==> src/rtl/alu_arbiter.sv <==
// Shares one external ALU between two requesters. Round-robin grant, rejects illegal control codes.
// Latency: the response is valid two cycles after the accept cycle (accept, EXEC, then RESP).
// Backpressure: a pending response holds the FSM in RESP, so neither requester is granted until rsp_ready.
module alu_arbiter #(
  parameter int Width = 32
) (
  input  logic             clk,
  input  logic             rst_n,
  input  logic             req0_valid,
  output logic             req0_ready,
  input  logic [3:0]       req0_control,
  input  logic [Width-1:0] req0_operand1,
  input  logic [Width-1:0] req0_operand2,
  input  logic             req1_valid,
  output logic             req1_ready,
  input  logic [3:0]       req1_control,
  input  logic [Width-1:0] req1_operand1,
  input  logic [Width-1:0] req1_operand2,
  output logic [3:0]       alu_control,
  output logic [Width-1:0] alu_operand1,
  output logic [Width-1:0] alu_operand2,
  input  logic [Width-1:0] alu_result,
  input  logic             alu_zero,
  output logic             rsp0_valid,
  input  logic             rsp0_ready,
  output logic [Width-1:0] rsp0_result,
  output logic             rsp0_zero,
  output logic             rsp0_err,
  output logic             rsp1_valid,
  input  logic             rsp1_ready,
  output logic [Width-1:0] rsp1_result,
  output logic             rsp1_zero,
  output logic             rsp1_err
);

  typedef enum logic [1:0] {IDLE, EXEC, RESP} state_t;

  state_t           r_state;
  state_t           w_state_nxt;
  logic             r_pri;
  logic             r_owner;
  logic             r_err;
  logic [3:0]       r_ctrl;
  logic [Width-1:0] r_op1;
  logic [Width-1:0] r_op2;

  logic             r_rsp0_vld;
  logic [Width-1:0] r_rsp0_result;
  logic             r_rsp0_zero;
  logic             r_rsp0_err;
  logic             r_rsp1_vld;
  logic [Width-1:0] r_rsp1_result;
  logic             r_rsp1_zero;
  logic             r_rsp1_err;

  logic             w_gnt_vld;
  logic             w_gnt_id;
  logic             w_accept;
  logic             w_rsp_hs;
  logic             w_drive_alu;
  logic [3:0]       w_sel_ctrl;
  logic [Width-1:0] w_sel_op1;
  logic [Width-1:0] w_sel_op2;

  // Only these codes are understood by the shared ALU; anything else becomes an error response.
  function automatic logic f_legal(input logic [3:0] c);
    case (c)
      4'b0000, 4'b0001, 4'b0010, 4'b0110, 4'b0011,
      4'b0100, 4'b0101, 4'b0111, 4'b1000: f_legal = 1'b1;
      default:                            f_legal = 1'b0;
    endcase
  endfunction

  // Grant selection: round-robin pointer breaks ties, a lone requester always wins.
  always_comb begin
    w_gnt_vld = req0_valid | req1_valid;
    w_gnt_id  = 1'b0;
    if (req0_valid && req1_valid) begin
      w_gnt_id = r_pri;
    end else if (req1_valid) begin
      w_gnt_id = 1'b1;
    end
  end

  assign req0_ready = (r_state == IDLE) && w_gnt_vld && !w_gnt_id;
  assign req1_ready = (r_state == IDLE) && w_gnt_vld &&  w_gnt_id;
  assign w_accept   = (r_state == IDLE) && w_gnt_vld;

  assign w_sel_ctrl = w_gnt_id ? req1_control  : req0_control;
  assign w_sel_op1  = w_gnt_id ? req1_operand1 : req0_operand1;
  assign w_sel_op2  = w_gnt_id ? req1_operand2 : req0_operand2;

  // A response handshake only counts on the channel that owns the current operation.
  assign w_rsp_hs = (r_state == RESP) &&
                    (r_owner ? (r_rsp1_vld && rsp1_ready) : (r_rsp0_vld && rsp0_ready));

  // Illegal codes never reach the ALU: it sees zeros unless a legal op is executing.
  assign w_drive_alu  = (r_state == EXEC) && !r_err;
  assign alu_control  = w_drive_alu ? r_ctrl : 4'b0000;
  assign alu_operand1 = w_drive_alu ? r_op1  : '0;
  assign alu_operand2 = w_drive_alu ? r_op2  : '0;

  // FSM state register.
  always_ff @(posedge clk or negedge rst_n) begin
    if (!rst_n) begin
      r_state <= IDLE;
    end else begin
      r_state <= w_state_nxt;
    end
  end

  // FSM next state: EXEC always lasts exactly one cycle.
  always_comb begin
    w_state_nxt = r_state;
    case (r_state)
      IDLE:    if (w_accept) w_state_nxt = EXEC;
      EXEC:    w_state_nxt = RESP;
      RESP:    if (w_rsp_hs) w_state_nxt = IDLE;
      default: w_state_nxt = IDLE;
    endcase
  end

  // Latch the granted operation, its owner and its legality on the accept edge.
  always_ff @(posedge clk or negedge rst_n) begin
    if (!rst_n) begin
      r_ctrl  <= 4'b0000;
      r_op1   <= '0;
      r_op2   <= '0;
      r_owner <= 1'b0;
      r_err   <= 1'b0;
    end else if (w_accept) begin
      r_ctrl  <= w_sel_ctrl;
      r_op1   <= w_sel_op1;
      r_op2   <= w_sel_op2;
      r_owner <= w_gnt_id;
      r_err   <= !f_legal(w_sel_ctrl);
    end
  end

  // Priority moves to the other requester only when a response is taken.
  always_ff @(posedge clk or negedge rst_n) begin
    if (!rst_n) begin
      r_pri <= 1'b0;
    end else if (w_rsp_hs) begin
      r_pri <= ~r_owner;
    end
  end

  // Response channel 0: capture at the end of EXEC, hold until taken.
  always_ff @(posedge clk or negedge rst_n) begin
    if (!rst_n) begin
      r_rsp0_vld    <= 1'b0;
      r_rsp0_result <= '0;
      r_rsp0_zero   <= 1'b0;
      r_rsp0_err    <= 1'b0;
    end else if ((r_state == EXEC) && !r_owner) begin
      r_rsp0_vld    <= 1'b1;
      r_rsp0_result <= r_err ? '0 : alu_result;
      r_rsp0_zero   <= r_err ? 1'b0 : alu_zero;
      r_rsp0_err    <= r_err;
    end else if (w_rsp_hs && !r_owner) begin
      r_rsp0_vld    <= 1'b0;
    end
  end

  // Response channel 1: same as channel 0 for the other owner.
  always_ff @(posedge clk or negedge rst_n) begin
    if (!rst_n) begin
      r_rsp1_vld    <= 1'b0;
      r_rsp1_result <= '0;
      r_rsp1_zero   <= 1'b0;
      r_rsp1_err    <= 1'b0;
    end else if ((r_state == EXEC) && r_owner) begin
      r_rsp1_vld    <= 1'b1;
      r_rsp1_result <= r_err ? '0 : alu_result;
      r_rsp1_zero   <= r_err ? 1'b0 : alu_zero;
      r_rsp1_err    <= r_err;
    end else if (w_rsp_hs && r_owner) begin
      r_rsp1_vld    <= 1'b0;
    end
  end

  assign rsp0_valid  = r_rsp0_vld;
  assign rsp0_result = r_rsp0_result;
  assign rsp0_zero   = r_rsp0_zero;
  assign rsp0_err    = r_rsp0_err;
  assign rsp1_valid  = r_rsp1_vld;
  assign rsp1_result = r_rsp1_result;
  assign rsp1_zero   = r_rsp1_zero;
  assign rsp1_err    = r_rsp1_err;

endmodule
==> config.mk <==
export PLATFORM = sky130hd
export DESIGN_NAME = alu_arbiter
export DESIGN_NICKNAME = d
export VERILOG_FILES = /design/src/rtl/alu_arbiter.sv
export SDC_FILE = /design/constraint.sdc
export NUM_CORES = 1
export LEC_CHECK = 0
export ABC_AREA = 0
export CAP_MARGIN = 20
export CORE_MARGIN = 2
export CORE_UTILIZATION = 30
export CTS_CLUSTER_SIZE = 24
export DETAILED_ROUTE_END_ITERATION = 10
export PLACE_DENSITY = 0.65
export SYNTH_ARGS = -nofsm -noshare
export SYNTH_HDL_FRONTEND = slang
export SYNTH_SLANG_ARGS = --single-unit
==> constraint.sdc <==
create_clock -name clk -period 3.43 [get_ports clk]
set_input_delay 0.686 -clock clk [delete_from_list [all_inputs] [get_ports clk]]
set_output_delay 0.686 -clock clk [all_outputs]
set_load 0.01 [all_outputs]
==> impl_metrics.xml <==
<?xml version="1.0" encoding="UTF-8"?>
<metrics>
  <group name="worst_setup_path">
    <metric name="worst-setup-path-type" unit="">flop to output port</metric>
    <metric name="critical_path.startpoint_type" unit="">flop</metric>
    <metric name="endpoint_class_of_the_critical_path" unit="">output port</metric>
    <metric name="critical_path.max_fanout" unit="">51</metric>
    <metric name="cp.arrival" unit="ns">2.39</metric>
    <metric name="cp_data_required_time" unit="ns">2.74</metric>
  </group>
  <group name="floorplan">
    <metric name="top_level_ports" unit="">315</metric>
    <metric name="die_height" unit="um">149</metric>
    <metric name="initial_core_util" unit="%">30.8</metric>
    <metric name="core_area" unit="sq mm">0.0204</metric>
    <metric name="rows" unit="">52</metric>
    <metric name="die_area" unit="sq mm">0.0221</metric>
    <metric name="dieWidth" unit="um">149</metric>
  </group>
  <group name="clock_tree">
    <metric name="numCtsBuffers" unit="">17</metric>
    <metric name="path_clk_slew" unit="ns">0.06</metric>
    <metric name="cts_tree" unit="">yes</metric>
    <metric name="clkLatencyLatePin" unit="ns">0.41</metric>
    <metric name="clock_tree.buffer_depth" unit="">2</metric>
    <metric name="ctsHoldBuffers" unit="">0</metric>
    <metric name="cts_setup_buffers" unit="">0</metric>
    <metric name="clock_sink_count" unit="">143</metric>
    <metric name="postCtsResizedCells" unit="">0</metric>
    <metric name="cts.htree.levels" unit="">4</metric>
    <metric name="ctsRootBufferMaster" unit="">sky130_fd_sc_hd__clkbuf_16</metric>
  </group>
  <group name="power_and_ir_drop">
    <metric name="power_leakage" unit="uW">0.00449</metric>
    <metric name="peakVddDrop" unit="mV">0.344</metric>
    <metric name="cellPowerDensity" unit="mW/mm^2">813</metric>
  </group>
  <group name="sta">
    <metric name="max_clock_freq" unit="MHz">325</metric>
    <metric name="timing_worst_slew_pin_value" unit="ns">0.766</metric>
    <metric name="rsz0062_at_grt" unit="">no</metric>
    <metric name="fin_skew" unit="ns">0.00706</metric>
    <metric name="drv_slew" unit="">0</metric>
    <metric name="final_min_period" unit="ns">3.08</metric>
    <metric name="slew-limit-headroom" unit="%">48.9</metric>
    <metric name="tns" unit="ns">0</metric>
    <metric name="final_hold_viol_count" unit="">0</metric>
    <metric name="finalWorstSetupSlack" unit="ns">0.354</metric>
    <metric name="finalCritPeriodShare" unit="%">89.7</metric>
    <metric name="final-setup-viol-count" unit="">0</metric>
  </group>
  <group name="synth">
    <metric name="syn-mean-instance-area" unit="sq um">9.52</metric>
    <metric name="synthMostInstantiatedCell" unit="">sky130_fd_sc_hd__nand2_1</metric>
    <metric name="synth_largest_area_cell" unit="">sky130_fd_sc_hd__dfrtp_1</metric>
    <metric name="synthTopCellsByArea" unit="">sky130_fd_sc_hd__dfrtp_1 57%, sky130_fd_sc_hd__nand2_1 12%, sky130_fd_sc_hd__a22oi_1 7.6%, sky130_fd_sc_hd__and2_1 6.8%, sky130_fd_sc_hd__o21ai_0 5.7%</metric>
    <metric name="synthCells" unit="">660</metric>
    <metric name="synthesis.yosys.warnings" unit="">0</metric>
    <metric name="ys_types" unit="">29</metric>
    <metric name="netlist_top_cells_count" unit="">201 x sky130_fd_sc_hd__nand2_1, 143 x sky130_fd_sc_hd__dfrtp_1, 72 x sky130_fd_sc_hd__o21ai_0</metric>
    <metric name="number_of_enable_flip_flop_cells_after_synthesis" unit="">0</metric>
    <metric name="synth_ff_type" unit="">sky130_fd_sc_hd__dfrtp_1</metric>
    <metric name="yosysSeqAreaShare" unit="%">56.9</metric>
    <metric name="yosysTopAreaCellShare" unit="%">56.9</metric>
    <metric name="register_bit_total_from_synthesis" unit="">143</metric>
    <metric name="syn_area" unit="sq mm">0.00628</metric>
    <metric name="synthesis.nets" unit="">835</metric>
    <metric name="synth-async-reset-ratio" unit="%">100</metric>
  </group>
  <group name="cells_and_area">
    <metric name="finish.instance_area" unit="sq mm">0.0102</metric>
    <metric name="drive_gt1_share" unit="%">5.26</metric>
    <metric name="antenna-diode-count" unit="">0</metric>
    <metric name="area.growth.synth_to_final" unit="%">62.7</metric>
    <metric name="nets" unit="">1131</metric>
  </group>
  <group name="job">
    <metric name="max-cap-violations" unit="">0</metric>
  </group>
  <group name="global_routing">
    <metric name="overflow" unit="">0</metric>
    <metric name="grt_max_degree" unit="">74</metric>
    <metric name="grt_pass1_wl" unit="um">32300</metric>
    <metric name="grt_antenna_before_repair" unit="">0</metric>
    <metric name="track_usage" unit="%">18.6</metric>
    <metric name="first_global_vias" unit="">5850</metric>
  </group>
  <group name="detailed_routing">
    <metric name="detail_route.wirelength" unit="um">20400</metric>
    <metric name="detail_route.wl_per_cell" unit="um">16.4</metric>
    <metric name="drt_iter0_markers" unit="">267</metric>
    <metric name="drt_pass1_iterations" unit="">4</metric>
    <metric name="ant_nets" unit="">0</metric>
    <metric name="drc_errors" unit="">0</metric>
    <metric name="via_per_inst" unit="">4.67</metric>
    <metric name="route.vias.total" unit="">5787</metric>
  </group>
  <group name="placement">
    <metric name="gpl.final_weighted_congestion" unit="">0.770</metric>
    <metric name="placement.cell_area" unit="sq mm">0.00965</metric>
    <metric name="port_buffer_count" unit="">314</metric>
    <metric name="dpl_worst_slack" unit="ns">0.576</metric>
    <metric name="half_perimeter_wire_length_after_detailed_placement" unit="um">14300</metric>
  </group>
  <group name="hold_path">
    <metric name="min-delay-path-class" unit="">primary input to async pin</metric>
  </group>
  <group name="run_status">
    <metric name="result_of_the_run" unit="">finished clean</metric>
  </group>
</metrics>
==> where the power goes <==
part | internal (uW) | switching (uW)
combinational | 1830 | 1760
clock | 1020 | 809
sequential | 2470 | 425
total | 5320 | 3000
==> final cells by class <==
type                            instances  area [sq um]
Sequential cell                       143          3580
Fill cell                            1931         10200
Inverter                                3          11.3
Clock buffer                           17           425
Tap cell                              270           338
Clock inverter                         15           151
Timing Repair Buffer                  323          3250
Multi-Input combinational cell        468          2470
==> sequential cells by signal, summed over array words and instances (netlist names), 2 cells and up <==
register,count
r_ctrl,4
r_op1,32
r_op2,32
r_state,2
rsp0_result,32
rsp1_result,32
==> worst max-delay path, cell delays in order, from the launching register on <==
cell and delay (ns):
sky130_fd_sc_hd__dfrtp_1 0.43, sky130_fd_sc_hd__nand2b_1 0.24, sky130_fd_sc_hd__nor2_4 0.24, sky130_fd_sc_hd__buf_12 0.26, sky130_fd_sc_hd__and2_1 0.24, sky130_fd_sc_hd__clkdlybuf4s50_1 0.56
==> metrics by stage <==
step	total power, uW	utilization [%]	cells	hold slack [ns]
2_1_floorplan	4720	-	660	0.390
5_1_grt	8950	50.0	1239	0.321
3_3_place_gp	6510	47.2	1207	0.456
6_report	8320	50.0	1239	0.280
3_5_place_dp	6560	47.2	1207	0.468
4_1_cts	8440	50.0	1239	0.301
==> final timing paths <==
kind / from / endpoint / slack [ns] / depth (start not counted)
worst max-delay path: r_state[1] / alu_operand1[1] / 0.35 / 5
worst min-delay path: rst_n / rsp1_result[7] / 0.28 / 1
worst max register to register: r_state[0] / r_err / 1.36 / 5
worst min register to register: rsp0_result[3] / rsp0_result[3] / 0.48 / 2
max in group asynchronous: rst_n / rsp1_result[31] / 2.36 / 2
min in group clk: rsp0_result[3] / rsp0_result[3] / 0.48 / 2
==> routing by layer <==
metal	wire length, um	track usage, %	vias up
li1	-	-	2784
met1	8510	23.6	2739
met2	9330	29.3	244
met3	2240	7.74	20
met4	291	5.43	0
met5	0	0	-
==> cell families (layout without fill, tap and decap cells) <==
kind of cell | after synthesis | count (layout) | share of synthesized area (%)
AO/OA/AOI/OAI | 150 | 150 | 15.0
buffers and inverters | 49 | 358 | 4.14
flip-flops | 143 | 143 | 56.9
multiplexers | 5 | 5 | 0.836
AND/OR/NAND/NOR | 313 | 313 | 23.1
==> placed cells by master (no fill, tap or decap), types with 3 or more instances in the layout <==
master,n
sky130_fd_sc_hd__clkdlybuf4s50_1,313
sky130_fd_sc_hd__nand2_1,201
sky130_fd_sc_hd__dfrtp_1,143
sky130_fd_sc_hd__o21ai_0,72
sky130_fd_sc_hd__and2_1,68
sky130_fd_sc_hd__a22oi_1,64
sky130_fd_sc_hd__nand2b_1,35
sky130_fd_sc_hd__clkbuf_16,17
sky130_fd_sc_hd__buf_4,6
sky130_fd_sc_hd__a21oi_1,4
sky130_fd_sc_hd__clkinvlp_4,4
sky130_fd_sc_hd__inv_6,4
sky130_fd_sc_hd__inv_1,3
sky130_fd_sc_hd__mux2i_1,3
sky130_fd_sc_hd__inv_8,3
sky130_fd_sc_hd__buf_12,3
No activity file was read; power rests on OpenSTA's default activity.
==> patch 1: new RTL, config.mk and constraints unchanged <==
Put one more register stage on the output `rsp1_err`, cleared by the reset. The value now appears one clock later. The other outputs are not delayed to match.
--- a/src/rtl/alu_arbiter.sv
+++ b/src/rtl/alu_arbiter.sv
@@ -188,5 +188,11 @@
   assign rsp1_result = r_rsp1_result;
   assign rsp1_zero   = r_rsp1_zero;
-  assign rsp1_err    = r_rsp1_err;
+  always_ff @(posedge clk or negedge rst_n) begin
+    if (!rst_n) begin
+      rsp1_err <= '0;
+    end else begin
+      rsp1_err <= r_rsp1_err;
+    end
+  end
 
 endmodule
Formal check against the unedited RTL: not equivalent (a bounded check fails within 4 cycles, from zero or initial values and one cycle with rst_n low).
==> patch 1 against the original RTL <==
Register-to-register slack hardly changed; routed wire length rose by 1.8%; design area increased by 0.49%; synthesized cell count increased by 0.15%; power rose by 0.90%; worst setup slack better by 0.11 ns; sequential cell count rose by 1; area after synthesis up 0.40%; non-clock buffer count stayed put; global-route usage grew 0.067 points; largest cell class unchanged; highest routed layer unchanged.
==> patch 1: results (changes against the original RTL) <==
Outcome
  • Outcome: finished clean

Place
  • GPL Wtd Cong: 0.784 (+1.9%)
  • Placed cells: 1213 (+0.50%)
  • Post-DP HPWL: 14.4 mm (+0.66%)
  • Pre-CTS setup slack: 0.557 ns (-0.0190 ns)
  • Port buffer count: 314 (unchanged)
  • Area after DPL: 9680 sq um (+0.32%)

Synthesis
  • Largest cells by area after synthesis: dfrtp_1 57%, nand2_1 12%, a22oi_1 7.6%
  • Synth cell count leaders: 201 x nand2_1, 144 x dfrtp_1, 72 x o21ai_0
  • Mux contribution to synthesized area: 0.00833 (-0.0000332)
  • Synth area leader: dfrtp_1
  • Post-synthesis sequential area ratio: 0.571 (+0.00171)
  • Area share of fa/ha/maj cells after synthesis: 0 (unchanged)
  • Synth Area in Compound Gates: 0.150 (-0.000595)
  • Synthesized net count: 836 (+0.12%)
  • Syn_area_per_cell: 9.55 sq um (+0.25%)

Critical path
  • Largest stage delay, worst path: 0.62 ns (+0.06 ns)
  • Crit path capture: alu_operand2[28]
  • CP max FO: 68 (+33%)
  • Reg2reg end: r_err$_DFFE_PN0P_
  • Slowest stage cell, crit path: clkdlybuf4s50_1
  • WP data arrival: 2.28 ns (-0.11 ns)

Power and ir drop
  • Combinational Power Share: 0.429 (-0.002)
  • Sequential power: 2.91 mW (about the same)
  • VDD IR max: 322 uV (-6.5%)
  • Leak: 4.50 nW (+0.35%)
  • Net Sw Power: 2.94 mW (-2.0%)

Cells and area
  • FILL cells: 2006 (+3.9%)
  • Ratio of cells with drive above 1 in the final layout: 0.0495 (-0.00310)
  • Final layout net count: 1132 (+0.088%)

Global routing
  • Largest net degree at the start of global routing: 79 (+6.8%)
  • Number of global-route vias before repair: 5836 (-0.24%)
  • First-pass GRT wire length: 32.1 mm (-0.77%)
  • Antenna violations before repair: 1 (+1)

Drt
  • DRT Wirelength: 20.7 mm (+1.8%)
  • Vias: 5702 (-1.5%)
  • Routed WL per cell: 16.7 um (+1.3%)
  • Iteration-0 DRC Markers: 234 (-12%)

Clock tree
  • Worst-Skew Late Latency: 0.42 ns

Timing
  • Max Clk Rate: 0.337 GHz (+3.6%)
  • Final setup skew: 0.0155 ns (+0.00843 ns)
  • Worst Max-Slew Pin Slew: 0.822 ns (+0.0552 ns)
  • Worst hold slack: 0.321 ns (+0.0413 ns)
## patch 1: changes by cell type in the layout (fill, tap and decap cells not counted), sizes merged
cell / before / now
bufinv: 1 / 3
clkbuf: 17 / 19
dfrtp: 143 / 144
diode: 0 / 1
inv: 10 / 5
## patch 1: metal layers
layer	up-vias	wire, um	global-route usage
met1	2669	8530	0.225
li1	2787	-	-
met5	-	0	0
met4	0	301	0.0595
met3	18	2340	0.0884
met2	228	9570	0.297
## patch 1: final cells by class
type                            count  share of cell area
Timing Repair Buffer              323               0.316
Inverter                            3             0.00110
Clock inverter                     12              0.0156
Multi-Input combinational cell    468               0.241
Clock buffer                       19              0.0421
Sequential cell                   144               0.351
Tap cell                          275              0.0335
Antenna cell                        1            0.000244
## patch 1: through the flow
stage	util	power, mW
2_1_floorplan	-	4.74
3_3_place_gp	0.465	6.52
3_5_place_dp	0.465	6.58
4_1_cts	0.493	8.52
5_1_grt	0.493	9.01
6_report	0.493	8.39
==> patch 2: new RTL, config.mk and constraints unchanged <==
Made on the original files. Set the parameter `Width` to 64 (it was 32).
--- a/src/rtl/alu_arbiter.sv
+++ b/src/rtl/alu_arbiter.sv
@@ -3,5 +3,5 @@
 // Backpressure: a pending response holds the FSM in RESP, so neither requester is granted until rsp_ready.
 module alu_arbiter #(
-  parameter int Width = 32
+  parameter int Width = 64
 ) (
   input  logic             clk,
Interface: changed (9 resized); port bits go from 315 to 603. The function was not compared with the original's and may differ.
==> patch 2 against the original RTL <==
Sequential power increased by 90%; count of clock-buffer cells in the layout rose by 23; clock power rose by 91%; routed wire length is 120% higher; clock skew up 0.0031 ns; design area up 90%; non-clock buffer count up 302; worst setup slack worse by 0.20 ns; area after synthesis up 87%; sequential cell count grew 128; power increased by 92%; critical path type unchanged; highest routed layer is now met5.
==> patch 2: results (changes against the original RTL) <==
Outcome
  • Outcome: finished clean

Critical path
  • CP max FO: 86 (+69%)
  • FF-to-FF setup slack: 1.34 ns (-0.02 ns)
  • Slowest stage cell, crit path: clkdlybuf4s50_1
  • Largest stage delay, worst path: 0.60 ns (+0.04 ns)
  • WP data arrival: 2.59 ns (+0.20 ns)
  • Reg2reg end: r_op2[9]$_DFFE_PN0P_

Drt
  • Vias/cell: 4.69 (+0.52%)
  • DRT Wirelength: 44.4 mm (+120%)
  • Iteration-0 DRC Markers: 490 (+84%)
  • Drt first pass iters: 5 (+1)

Power and ir drop
  • VDD IR max: 469 uV (+36%)
  • Net Sw Power: 5.70 mW (+90%)
  • Leak: 8.60 nW (+92%)
  • Sequential power: 5.52 mW (+90%)

Synthesis
  • Post-synthesis sequential area ratio: 0.576 (+0.00666)
  • Synthesized net count: 1586 (+90%)
  • Synth cell count leaders: 393 x nand2_1, 271 x dfrtp_1, 132 x and2_1
  • Post-synth cell types: 27 (-6.9%)

Cells and area
  • Ratio of cells with drive above 1 in the final layout: 0.0436 (-0.00906)
  • Final layout net count: 2150 (+90%)

Clock tree
  • CTS Root Cell: clkbuf_16
  • Clock H-tree levels: 1 (-3)
  • Max Root-Sink Buffers: 3 (+1)
  • CTS Buf Count: 30 (+13)
  • Worst-Skew Late Latency: 0.55 ns (+0.14 ns)

Timing
  • Worst hold slack: 0.101 ns (-0.179 ns)
  • Worst slew margin: 0.514 (+0.0246)

Place
  • Port buffer count: 602 (+92%)
  • GPL Wtd Cong: 0.845 (+9.8%)

Global routing
  • First-pass GRT wire length: 67.8 mm (+110%)
  • Number of global-route vias before repair: 11441 (+96%)
  • GRT Util Overall: 0.212 (+0.0255)
  • Antenna violations before repair: 11 (+11)
-- patch 2: cell types whose count changed after synthesis, moves of 32 or more --
cell / change
nand2_1: +192
clkbuf_1: +36
and2_1: +64
a22oi_1: +64
o21ai_0: +54
nand2b_1: +32
dfrtp_1: +128
-- patch 2: final cells by class --
type                    instances  area (sq um)
flip-flops and latches        271          6780
well taps                     518           648
fillers                      3541         19200
diodes                          6          15.0
repair buffers                625          6330
clock inverters                13           225
inverters                       3          11.3
multi-input cells             884          4600
clock buffers                  40           850
-- patch 2: per-stage QoR --
stage               power, mW  std cells  instance area, sq um  setup WS [ns]  utilization
floorplan                8.74       1251                 11800           1.36            -
global placement         12.4       2301                 18400          0.551        0.475
detailed placement       12.6       2301                 18400          0.532        0.475
CTS                      16.2       2354                 19400         0.0936        0.503
global route             17.1       2360                 19500         0.0109        0.504
finish                   16.0       2360                 19500          0.157        0.504
-- patch 2: logic make-up after synthesis --
group	share of synthesized area
AOI/OAI and AO/OA	0.148
buffers and inverters	0.0361
DFF	0.576
muxes	0.00446
and+or+nand+nor	0.235
-- patch 2: per-layer routing --
layer / vias to the layer above / GRT usage / share of wire
met5: - / 0 / 0.0013
met4: 8 / 0.0699 / 0.033
met3: 80 / 0.0542 / 0.078
met2: 436 / 0.361 / 0.48
met1: 5272 / 0.262 / 0.40
li1: 5284 / - / -
-- patch 2: worst max-delay path by stage --
stage	endpoint	slack, ns	depth (start not counted)
2_1_floorplan	alu_operand1[46]	1.36	5
3_3_place_gp	req0_ready	0.55	4
3_5_place_dp	req0_ready	0.53	4
4_1_cts	alu_operand2[44]	0.09	5
5_1_grt	alu_operand2[45]	0.01	5
6_report	alu_operand2[44]	0.16	5
